--- config.mk ---
export PLATFORM = sky130hd
export DESIGN_NAME = uart_tx_arbiter
export DESIGN_NICKNAME = d
export VERILOG_FILES = /design/src/rtl/uart_pkg.sv /design/src/rtl/uart_tx_arbiter_rr_arbiter.sv /design/src/rtl/uart_tx_arbiter.sv
export SDC_FILE = /design/constraint.sdc
export NUM_CORES = 1
export LEC_CHECK = 0
export ABC_CLOCK_PERIOD_IN_PS = 2300
export CAP_MARGIN = 20
export CORE_MARGIN = 2
export CORE_UTILIZATION = 41
export CTS_CLUSTER_DIAMETER = 40
export CTS_CLUSTER_SIZE = 8
export DETAILED_ROUTE_END_ITERATION = 8
export PLACE_DENSITY = 0.93
export SKIP_CTS_REPAIR_TIMING = 1
export SLEW_MARGIN = 20
export SYNTH_ARGS = -nofsm -noshare
export SYNTH_HDL_FRONTEND = slang
export SYNTH_SLANG_ARGS = --single-unit
--- constraint.sdc ---
create_clock -name clk -period 2.3 [get_ports clk]
set_input_delay 0.46 -clock clk [delete_from_list [all_inputs] [get_ports clk]]
set_output_delay 0.46 -clock clk [all_outputs]
set_load 0.02 [all_outputs]
--- src/rtl/uart_pkg.sv ---
// Shared types and constants for the multi-requester UART byte transmitter arbiter.
package uart_pkg;

  localparam int BYTE_W          = 8;
  localparam int DEFAULT_NUM_REQ = 4;

  typedef enum logic [1:0] {
    IDLE      = 2'd0,
    FETCH     = 2'd1,
    SEND      = 2'd2,
    WAIT_DONE = 2'd3
  } arb_state_t;

endpackage

--- src/rtl/uart_tx_arbiter_rr_arbiter.sv ---
// Combinational round-robin pick: first set request at or after ptr, wrapping.
// Zero latency; no backpressure of its own (pure function of req and ptr).
module rr_arbiter
  import uart_pkg::*;
#(
  parameter int NUM_REQ = DEFAULT_NUM_REQ,
  parameter int IDX_W   = $clog2(NUM_REQ)
) (
  input  logic [NUM_REQ-1:0] req,
  input  logic [IDX_W-1:0]   ptr,
  output logic               gnt_vld,
  output logic [IDX_W-1:0]   gnt_idx
);

  int               sum;
  logic [IDX_W-1:0] cand;

  // Scan farthest offset first so the nearest valid requester overwrites last.
  always_comb begin
    gnt_vld = 1'b0;
    gnt_idx = '0;
    sum     = 0;
    cand    = '0;
    for (int k = NUM_REQ - 1; k >= 0; k--) begin
      sum  = int'(ptr) + k;
      cand = IDX_W'(sum % NUM_REQ);
      if (req[cand]) begin
        gnt_vld = 1'b1;
        gnt_idx = cand;
      end
    end
  end

endmodule

--- src/rtl/uart_tx_arbiter.sv ---
// Packet-granular round-robin arbiter feeding one byte at a time to a UART transmitter.
// Byte accepted in FETCH is offered on tx_valid the next cycle; optional stall timeout via UART_ARB_TIMEOUT_EN.
module uart_tx_arbiter
  import uart_pkg::*;
#(
  parameter int NUM_REQ        = DEFAULT_NUM_REQ,
  parameter int TIMEOUT_CYCLES = 1024
) (
  input  logic                       clk,
  input  logic                       rst,
  input  logic [NUM_REQ-1:0]         req_valid,
  input  logic [NUM_REQ-1:0]         req_last,
  input  logic [BYTE_W*NUM_REQ-1:0]  req_data,
  output logic [NUM_REQ-1:0]         req_rdy,
  output logic                       tx_valid,
  output logic [BYTE_W-1:0]          tx_data,
  input  logic                       tx_rdy,
  input  logic                       tx_done,
  output logic [$clog2(NUM_REQ)-1:0] grant_id,
  output logic                       busy,
  output logic                       timeout_err
);

  localparam int IDX_W = $clog2(NUM_REQ);

  if (NUM_REQ < 2 || NUM_REQ > 8 || TIMEOUT_CYCLES < 1) begin : g_bad_cfg
    $error("uart_tx_arbiter: unsupported NUM_REQ or TIMEOUT_CYCLES");
  end

  arb_state_t         state_q, state_d;
  logic [IDX_W-1:0]   rr_ptr_q, rr_ptr_d;
  logic [IDX_W-1:0]   grant_q, grant_d;
  logic [BYTE_W-1:0]  data_q, data_d;
  logic               last_q, last_d;

  logic               pick_vld;
  logic [IDX_W-1:0]   pick_idx;
  logic [IDX_W-1:0]   grant_next;
  logic               sel_valid;
  logic               sel_last;
  logic [BYTE_W-1:0]  sel_data;

`ifdef UART_ARB_TIMEOUT_EN
  localparam int CNT_W = $clog2(TIMEOUT_CYCLES + 1);
  logic [CNT_W-1:0] cnt_q, cnt_d;
  logic             timeout_q, timeout_d;
`endif

  rr_arbiter #(
    .NUM_REQ (NUM_REQ),
    .IDX_W   (IDX_W)
  ) u_rr (
    .req     (req_valid),
    .ptr     (rr_ptr_q),
    .gnt_vld (pick_vld),
    .gnt_idx (pick_idx)
  );

  assign sel_valid  = req_valid[grant_q];
  assign sel_last   = req_last[grant_q];
  assign sel_data   = req_data[BYTE_W*grant_q +: BYTE_W];
  assign grant_next = (grant_q == IDX_W'(NUM_REQ - 1)) ? '0 : grant_q + 1'b1;

  always_comb begin
    state_d  = state_q;
    rr_ptr_d = rr_ptr_q;
    grant_d  = grant_q;
    data_d   = data_q;
    last_d   = last_q;
`ifdef UART_ARB_TIMEOUT_EN
    cnt_d     = cnt_q;
    timeout_d = 1'b0;
`endif
    case (state_q)
      IDLE: begin
        if (pick_vld) begin
          grant_d = pick_idx;
          state_d = FETCH;
`ifdef UART_ARB_TIMEOUT_EN
          cnt_d   = '0;
`endif
        end
      end
      FETCH: begin
        if (sel_valid) begin
          data_d  = sel_data;
          last_d  = sel_last;
          state_d = SEND;
        end
`ifdef UART_ARB_TIMEOUT_EN
        // Stalled owner: drop the packet and move the pointer past it.
        else if (cnt_q == CNT_W'(TIMEOUT_CYCLES - 1)) begin
          timeout_d = 1'b1;
          rr_ptr_d  = grant_next;
          grant_d   = '0;
          state_d   = IDLE;
        end else begin
          cnt_d = cnt_q + 1'b1;
        end
`endif
      end
      SEND: begin
        if (tx_rdy) state_d = WAIT_DONE;
      end
      WAIT_DONE: begin
        if (tx_done) begin
          if (last_q) begin
            rr_ptr_d = grant_next;
            grant_d  = '0;
            state_d  = IDLE;
          end else begin
            state_d = FETCH;
`ifdef UART_ARB_TIMEOUT_EN
            cnt_d   = '0;
`endif
          end
        end
      end
      default: state_d = IDLE;
    endcase
  end

  always_ff @(posedge clk) begin
    if (rst) begin
      state_q   <= IDLE;
      rr_ptr_q  <= '0;
      grant_q   <= '0;
      data_q    <= '0;
      last_q    <= 1'b0;
`ifdef UART_ARB_TIMEOUT_EN
      cnt_q     <= '0;
      timeout_q <= 1'b0;
`endif
    end else begin
      state_q   <= state_d;
      rr_ptr_q  <= rr_ptr_d;
      grant_q   <= grant_d;
      data_q    <= data_d;
      last_q    <= last_d;
`ifdef UART_ARB_TIMEOUT_EN
      cnt_q     <= cnt_d;
      timeout_q <= timeout_d;
`endif
    end
  end

  always_comb begin
    req_rdy = '0;
    if (state_q == FETCH) req_rdy[grant_q] = 1'b1;
  end

  assign tx_valid = (state_q == SEND);
  assign tx_data  = data_q;
  assign grant_id = grant_q;
  assign busy     = (state_q != IDLE);

`ifdef UART_ARB_TIMEOUT_EN
  assign timeout_err = timeout_q;
`else
  assign timeout_err = 1'b0;
`endif

endmodule

## Word level (Yosys, flattened, before mapping)

Cells that the tools add are included.

- Register bits: 15
- Output and inout bits: 17

- Equality and inequality tests: 9
- Mux-type cells: 34
- Reduce and logical (&&, ||, !) cells: 8
- Shifts and indexed selects: 1
- Add/subtract/negate cells: 4
- Magnitude comparators: 6

Operator list:

| kind | count |
|---|---|
| $shiftx A32 B6 Y8 | 1 |
| $mux W2 | 12 |
| $lt A2 B3 Y1 const B | 5 |
| $bmux W1 S2 | 6 |
| $mux W1 | 12 |
| $ne A2 B2 Y1 const B | 4 |
| $pmux W2 S4 | 1 |
| $reduce_and A4 Y1 | 2 |
| $eq A2 B2 Y1 const B | 3 |
| $add A2 B1 Y2 const B | 2 |
| $add A2 B2 Y2 const B | 2 |
| $mux W4 | 1 |
| $pmux W2 S2 | 1 |
| $reduce_bool A2 Y1 | 2 |
| $reduce_and A3 Y1 | 1 |
| $demux W1 S2 | 1 |
| $eq A2 B1 Y1 const B | 1 |
| $ge A2 B1 Y1 const B | 1 |
| $logic_not A2 Y1 | 1 |
| $ne A2 B1 Y1 const B | 1 |
| $reduce_and A2 Y1 | 1 |
| $logic_and A1 B1 Y1 | 1 |

## Depth between registers and ports, before layout

Gate-level depths: netlist (run 1).

- Depth in word-level cells: 9
- Gate-level depth with buffers: 6

## Cells and area by module

From an unflattened synthesis (run 1), not the netlist that was laid out.

- Cell total of the unflattened synthesis: 112
- Area, all modules: 1,103.6 µm²

By module, submodules not included:

| module | area each (µm²) | cells each | instances |
|---|---|---|---|
| uart_tx_arbiter | 1,026.0 | 99 | 1 |
| rr_arbiter | 77.6 | 13 | 1 |

## Worst setup path after synthesis (run 1)

OpenSTA, ideal clock, no wires.

- Kind: register to output
- From: register grant_q[0] (netlist: grant_id[0])
- To: output req_rdy[0]
- Data required time: 1.840 ns
- Cell stages (with the launch flop): 5
- Arrival time: 1.338 ns
- Slack: 0.502 ns
- Path buffers: 1
- Cell sequence: dfxtp_1 > buf_2 > inv_1 > ha_1 > and2_1

- Cells in the longest elaborated chain, start to end: 5
- Elaborated cells on any way between the ends: 6
- Those cells by class: order compare (2); mux (3); reduce/logical (1)

RTL lines:

| element | RTL line | source |
|---|---|---|
| start, declared | uart_tx_arbiter.sv:32 | `logic [IDX_W-1:0] grant_q, grant_d;` |
| start signal, assigned | uart_tx_arbiter.sv:137 | `grant_q <= grant_d;` |
| $lt A2 B3 Y1 (implied by the code) or $ge A2 B1 Y1 (tied branches) | uart_tx_arbiter.sv:149 | `if (state_q == FETCH) req_rdy[grant_q] = 1'b1;` |
| $logic_and A1 B1 Y1 (implied by the code) | uart_tx_arbiter.sv:149 |  |
| $mux W1 (implied by the code) | uart_tx_arbiter.sv:149 |  |
| $demux W1 S2 (*) | uart_tx_arbiter.sv:149 |  |
| $mux W4 (*) | uart_tx_arbiter.sv:149 |  |
| end, declared | uart_tx_arbiter.sv:14 | `output logic [NUM_REQ-1:0] req_rdy,` |

Mark *: on every way between the ends. The rest lies on a longest branch, timed or not.

## Worst setup path after layout (run 1)

- From: register state_q[1]
- To: output busy

- Cells in the longest elaborated chain, start to end: 1

RTL lines:

| element | RTL line | source |
|---|---|---|
| start, declared | uart_tx_arbiter.sv:30 | `arb_state_t state_q, state_d;` |
| start signal, assigned | uart_tx_arbiter.sv:135 | `state_q <= state_d;` |
| $reduce_bool A2 Y1 | uart_tx_arbiter.sv:155 | `assign busy = (state_q != IDLE);` |
| end, declared | uart_tx_arbiter.sv:20 | `output logic busy,` |

No other way between the ends.

==> summary by stage, run 1 <==
Place
Input and output buffers added on the ports amount to 59. The routability congestion estimate is 0.802. Once detailed placement completed, the half-perimeter wirelength came to about 2600 um.

The minimum setup slack after placement is roughly 190 ps.

Flow run
Across the run, the number of max-cap violations was 0.

Power and ir drop
The total power after layout is 1.25 mW. IR analysis of the VDD net gives a maximum drop of approximately 0.0006 V. In this run the static leakage power is 0.797 nW.

The power density relative to cell area is between 700 and 800 mW/mm2.

STA
The count of final setup violators is 0. The timing-limited maximum frequency is ~450 MHz. The relative max-transition margin is 0.650. The count of endpoints failing hold in the final timing report was 0. The setup clock skew after layout is about 1.1 ps. The final number of max-transition violations is 0. For the finished layout, the period the worst path requires is roughly 2200 ps. Setup repair after global routing left no endpoint under its margin.

The ratio of final minimum period to clock period is 0.963. At the pin with the least slew margin, the transition time is ~520 ps. The tightest hold path in the finished design has a slack of between 500 and 600 ps.

The final setup slack of the worst path is approximately 85 ps.

Routing
The detailed router put a total of 1110 um of wire on met1. The number of DRC violations after detailed routing is 0. After detailed routing, the total wire length is about 3100 um. The total iterations of the first detailed-routing run is 4. The routed design uses 190 um of met3 wire. The iteration-0 DRC count of the detailed router is 31. The top metal layer carrying routed signals is met4. Detailed routing placed a total of 1720 um of wire on met2. The via count normalized by instance count is between 5 and 6. The via total after detailed routing is 1132.

After detailed routing, the average wire length per cell comes to 15.8 um. In this run the remaining antenna-violating nets after routing total 0.

Synthesis
Yosys attributes the largest share of cell area to sky130_fd_sc_hd__dfxtp_1 (28%), sky130_fd_sc_hd__mux4_2 (19%), sky130_fd_sc_hd__mux2i_1 (10%), sky130_fd_sc_hd__ha_1 (9.3%), sky130_fd_sc_hd__nor2_1 (4.2%). Of the post-synthesis cell area, the dominant cell type holds 0.278. The count of yosys warnings during synthesis is 0. The area of the mapped netlist is around 0.0011 mm2. The largest total area in the synthesized netlist belongs to sky130_fd_sc_hd__dfxtp_1. In this run, synthesis produced a sequential element count of 15.

The average footprint of a synthesized cell is 10.2 um2. The share of the yosys chip area belonging to registers is 0.278. The cell count after synthesis came out at around 110. The number of distinct library cells after synthesis is 28. The post-synthesis net count is approximately 160.

Run status
The run finished with clean final reports.

Clock network
TritonCTS built the clock tree. TritonCTS created 3 clock buffers. The clock-pin slew on the worst setup and hold paths is around 100 ps. At the later pin of the worst-skew pair, clock insertion delay measures 280 ps. Clock tree synthesis selected as its root buffer the cell sky130_fd_sc_hd__clkbuf_4. The maximum clock insertion buffer count is 2. The CTS H-tree depth is 1.

The clock sink total is 15.

Critical path
STA classifies the critical path startpoint as a flip-flop. The critical path is of the flip-flop to output port type. The worst setup path is captured at an output port.

The data arrival time of the critical path is between 1500 and 2000 ps. The flop-to-flop setup slack is ~480 ps. The largest fanout on the critical path is 5. The required arrival time at the worst endpoint is around 1800 ps.

Final layout
The repair_antennas step left the layout with diodes totalling 0. In the layout the commonest cells are sky130_fd_sc_hd__clkdlybuf4s50_1 (55), sky130_fd_sc_hd__dfxtp_1 (14), sky130_fd_sc_hd__nor2_1 (12). The total number of nets in the final design is roughly 220. The library cell used most frequently in the layout, excluding fill and tap cells, is sky130_fd_sc_hd__clkdlybuf4s50_1. The layout-stage area growth over the synthesis result is 62.7%. In the final layout, the share of cells above drive strength 1 is 0.130.

Floorplan
The die covers ~0.0031 mm2. The floorplan has 18 rows. The region available for standard cell placement spans 0.00248 mm2. Measured along the y axis, the die boundary spans 55.4 um. The starting density of the core is 0.436. During I/O placement, the number of pins put on the boundary was between 60 and 70. The die boundary width is approximately 55 um.

Global routing
Entering global routing, the biggest net connects 11 pins. The via count of the first global-routing pass is about 1200. Summed over all layers, the global routing overflow is 0. The first global-routing pass estimated around 5000 um of wire.

For this run, the total global-route usage over all layers was measured as 0.209. The number of antenna violations at the first check in global routing is 0.

Min path
The worst min-delay path category is flip-flop to flip-flop.
synthesized netlist by cell type:
cell type and count:
sky130_fd_sc_hd__a221oi_1 1, sky130_fd_sc_hd__o22ai_1 1, sky130_fd_sc_hd__nand2_4 1, sky130_fd_sc_hd__nor2_1 12, sky130_fd_sc_hd__ha_1 8, sky130_fd_sc_hd__clkbuf_1 1, sky130_fd_sc_hd__a21oi_1 5, sky130_fd_sc_hd__buf_2 2
sky130_fd_sc_hd__nor3_1 4, sky130_fd_sc_hd__conb_1 1, sky130_fd_sc_hd__nor3_2 1, sky130_fd_sc_hd__a21boi_0 1, sky130_fd_sc_hd__nor2_2 1, sky130_fd_sc_hd__o211ai_1 1, sky130_fd_sc_hd__and2_1 5, sky130_fd_sc_hd__mux4_2 9
sky130_fd_sc_hd__a22oi_1 2, sky130_fd_sc_hd__mux2i_1 11, sky130_fd_sc_hd__o221ai_1 2, sky130_fd_sc_hd__nor4_1 1, sky130_fd_sc_hd__buf_4 1, sky130_fd_sc_hd__mux4_1 1, sky130_fd_sc_hd__o41a_1 1, sky130_fd_sc_hd__nand3_1 1
sky130_fd_sc_hd__inv_1 11, sky130_fd_sc_hd__nand2b_1 5, sky130_fd_sc_hd__and4b_1 1, sky130_fd_sc_hd__dfxtp_1 15
layer usage:
metal  vias to the layer above  global-route usage
met5                         -                   0
met4                         0               0.111
met3                        16              0.0492
met2                        66               0.396
met1                       539               0.207
li1                        511                   -
per-stage QoR:
step / TNS, ps / utilization / cell area (um2) / instances
global route: 0 / 0.710 / 1760 / 199
global placement: 0 / 0.693 / 1720 / 195
CTS: -162 / 0.705 / 1750 / 199
finish: 0 / 0.710 / 1760 / 199
detailed placement: 0 / 0.693 / 1720 / 195
floorplan: 0 / - / 1080 / 106
path summary, 6_finish.rpt:
check	from	end	cells after the start
setup / recovery	state_q[1]	busy	4
hold / removal	tx_data[6]	tx_data[6]	2
setup reg to reg	grant_id[1]	tx_data[3]	5
hold reg to reg	tx_data[6]	tx_data[6]	2
cell families after synthesis:
group,Yosys count,synth area share
and+or+nand+nor,32,0.163
muxes,21,0.314
buffers and inverters,15,0.0579
DFF,15,0.278
AOI/OAI and AO/OA,14,0.0914
adders and majority gates,8,0.0926
other,1,0.00347
power breakdown:
part | switching [mW] | internal [mW] | total, mW
combinational | 0.355 | 0.385 | 0.740
clock | 0.0905 | 0.0645 | 0.155
sequential | 0.0481 | 0.310 | 0.358
total | 0.493 | 0.759 | 1.25
cell type report:
type                            count  area, um2
Clock buffer                        3       22.5
Inverter                           11       41.3
Sequential cell                    15        302
Tap cell                           30       37.5
Multi-Input combinational cell     76        721
Clock inverter                      1       5.00
Fill cell                         192        718
Timing Repair Buffer               63        631
sequential cells by signal, indices dropped and copies added, names as in the netlist:
register / cells
grant_id: 2
rr_ptr_q: 2
tx_data: 8
last_q: 1
state_q: 2
worst max-delay path, cell delays in order, from the launching register on:
cell,delay [ps]
sky130_fd_sc_hd__dfxtp_1,430
sky130_fd_sc_hd__inv_1,110
sky130_fd_sc_hd__ha_1,250
sky130_fd_sc_hd__inv_1,90
sky130_fd_sc_hd__clkdlybuf4s50_1,600
Power figures use the tool's default switching activity.
==> run 2: changes to the inputs <==
--- a/config.mk
+++ b/config.mk
@@ -13,7 +13,6 @@
 export CTS_CLUSTER_SIZE = 8
 export DETAILED_ROUTE_END_ITERATION = 8
 export PLACE_DENSITY = 0.93
-export SKIP_CTS_REPAIR_TIMING = 1
 export SLEW_MARGIN = 20
 export SYNTH_ARGS = -nofsm -noshare
 export SYNTH_HDL_FRONTEND = slang
==> constraint.sdc (replaced) <==
create_clock -name clk -period 2.3 [get_ports clk]
set_input_delay 0.46 -clock clk [delete_from_list [all_inputs] [get_ports clk]]
set_output_delay 0.46 -clock clk [all_outputs]
set_load 0.005 [all_outputs]
==> summary by stage, run 2 (same netlist as run 1, synthesis figures left out) <==
Clock network
In this run, CTS created clock tree buffers numbering 3. The number of hold buffers added after CTS was 0. The later-pin clock latency in the skew report is 290 ps. In this run the number of H-tree levels came out at 1. The clock sink total is 15. The clock-pin slew on the worst setup and hold paths is 100 ps. No sink is reached through more buffers than the 2 on the longest clock path. In this run the clock root is driven by a sky130_fd_sc_hd__clkbuf_4. The number of post-CTS setup repair buffers is 0.

TritonCTS built the clock tree.

Critical path
The worst setup path is captured at an output port. At the worst endpoint, the required time is 1840 ps. The class of the most critical setup path is flip-flop to output port. Traced cell by cell, the critical path runs through inv_1 -> ha_2 -> and2_1 -> clkdlybuf4s50_1. On the worst path, the slowest cell contributes a delay of 510 ps. The number of cells on the worst reg-to-reg path is 4.

The data arrival time of the critical path is 1690 ps. The largest individual stage delay along the critical path comes from the cell sky130_fd_sc_hd__clkdlybuf4s50_1. The worst setup path is launched from a flip-flop. The largest fanout on the critical path is 6.

Floorplan
After floorplanning, the core was divided into 18 placement rows. In this run the standard cell core region covers approximately 0.0025 mm2. Measured along the y axis, the die boundary spans 55.4 um.

The die footprint is approximately 0.0031 mm2. The starting density of the core is 0.436. The die boundary width is about 55 um. The boundary pin count is 61.

Place
At the end of routability-driven placement, the weighted congestion stood at about 0.83. The minimum setup slack after placement is between 150 and 200 ps. The HPWL after detailed placement is between 2000 and 2500 um.

The number of buffer cells added on primary ports is between 50 and 60.

STA
Hold is met by about 500 ps. Static timing analysis puts the maximum clock frequency at approximately 470 MHz. The setup clock skew after layout is 1.50 ps.

The final number of max-transition violations is 0. The count of final setup violators is 0. The final setup slack of the worst path is 153 ps.

Of the available clock period, the critical path in the final layout requires 0.934. The worst pin sits at a relative slew slack of 0.632. Summed over all failing endpoints, the final setup total negative slack is 0 ps.

The shortest clock period the worst path allows after layout is between 2000 and 2500 ps. The slew at the pin closest to its max-slew limit is roughly 550 ps. The count of endpoints failing hold in the final timing report is 0.

Setup repair after global routing left no endpoint under its margin.

Final layout
0 antenna diodes ended up in the layout. The total number of nets in the final design is between 200 and 250. The share of final-layout standard cells stronger than drive strength 1 is 0.125. In the layout the commonest cells are sky130_fd_sc_hd__clkdlybuf4s50_1 (59), sky130_fd_sc_hd__dfxtp_1 (14), sky130_fd_sc_hd__nor2_1 (12).

At the end of the flow the core is filled with cells to 0.703. The layout-stage area growth over the synthesis result is 61.1%. The register with the most flip-flops in the layout has 8 of them.

The library cell used most frequently in the layout, excluding fill and tap cells, is sky130_fd_sc_hd__clkdlybuf4s50_1.

Min path
The worst min-delay path category is flip-flop to flip-flop. The number of cells traversed by the worst hold path is 2.

Routing
Dividing the detail-routed wire length by the instance count gives 15.4 um. The sum of routed wire length over all layers is slightly above 3000 um. The first detailed-routing pass ran for 4 iterations. After detailed routing, the number of remaining DRC violations is 0. For this block, the initial DRC count from the detailed router was 33. The via total after detailed routing is ~1100. The via count normalized by instance count is ~5.5. The count of nets left with antenna violations after detail routing is 0.

Power and ir drop
The total power after layout is about 1.2 mW. The worst vdd rail ir drop is just over 0.0005 V. Cell internal power was estimated by the tool at 760 uW.

Power spread over the standard cell area amounts to roughly 700 mW/mm2. The leakage dissipation is approximately 0.72 nW. In this run the power spent charging and discharging nets is around 430 uW. The proportion of power drawn by flip-flops and latches is 0.301.

Of the total power, the clock network draws 0.133. Of the total power, combinational logic draws 0.566. The switching share of total power is 0.360.

Global routing
The wire length of the first global-routing pass is approximately 5200 um. The number of antenna violations at the first check in global routing came to 0. For this run, the total global-route usage over all layers was measured as 0.212. The via count of the first global-routing pass is ~1200.

The largest net degree at the start of global routing is 17. The final global-route overflow total is 0.

Flow run
Max-cap violations in this run came to 0.

Run status
The flow ran to the end, and the final reports show no timing, DRC or antenna violations.
## run 2: cell count changes in the layout (fill, tap and decap cells not counted), sizes merged
cell	previous run	this run
clkdlybuf4s50	55	59
dlymetal6s2s	4	0
buf	4	3
## run 2: metrics by stage
stage | area, um2 | instances
final | 1740 | 198
after global routing | 1740 | 198
after CTS | 1740 | 198
after detailed placement | 1710 | 194
after global placement | 1710 | 194
after floorplan | 1080 | 106
## run 2: critical path, delay by kind of cell (launching register included)
family	cells	cell delay (ps)
AND/OR/NAND/NOR	1	150
buffers and inverters	2	610
flip-flops	1	370
adder cells (fa/ha/maj)	1	270
## run 2: worst paths after layout
path,from,endpoint,slack [ps]
worst max register to register,grant_id[1],tx_data[3],610
worst min register to register,tx_data[2],tx_data[2],510
worst max-delay path,state_q[1],req_rdy[2],150
worst min-delay path,tx_data[2],tx_data[2],510
## run 2: power groups by stage
stage	Sequential (mW)	Clock, mW	Combinational (mW)
after global routing	0.367	0.178	0.724
final	0.358	0.158	0.672
after global placement	0.359	0	0.631
after detailed placement	0.362	0	0.664
after CTS	0.357	0.164	0.667
after floorplan	0.354	0	0.383
## run 2: layout make-up
type / count / area, um2
clock buffers: 3 / 22.5
multi-input cells: 76 / 721
clock inverters: 1 / 5.00
inverters: 11 / 41.3
flip-flops and latches: 15 / 302
fillers: 201 / 736
well taps: 30 / 37.5
repair buffers: 62 / 613
## run 2: metal layers
layer | share of wire | track usage | routed length [um]
met1 | 0.34 | 0.208 | 1050
met2 | 0.56 | 0.406 | 1700
met3 | 0.071 | 0.0445 | 216
met4 | 0.026 | 0.111 | 78
met5 | 0 | 0 | 0
## run 2: timing repair
action / in CTS / in global routing
gates resized for setup: 1 / 1
hold endpoints to repair: 0 / 0
setup endpoints to repair: 1 / 2
==> run 3: changes to the inputs <==
--- a/config.mk
+++ b/config.mk
@@ -9,7 +9,6 @@
 export CAP_MARGIN = 20
 export CORE_MARGIN = 2
 export CORE_UTILIZATION = 41
-export CTS_CLUSTER_DIAMETER = 40
 export CTS_CLUSTER_SIZE = 8
 export DETAILED_ROUTE_END_ITERATION = 8
 export PLACE_DENSITY = 0.93
==> results of run 3 <==
Final layout, timing and power as in run 2 (identical DEF).
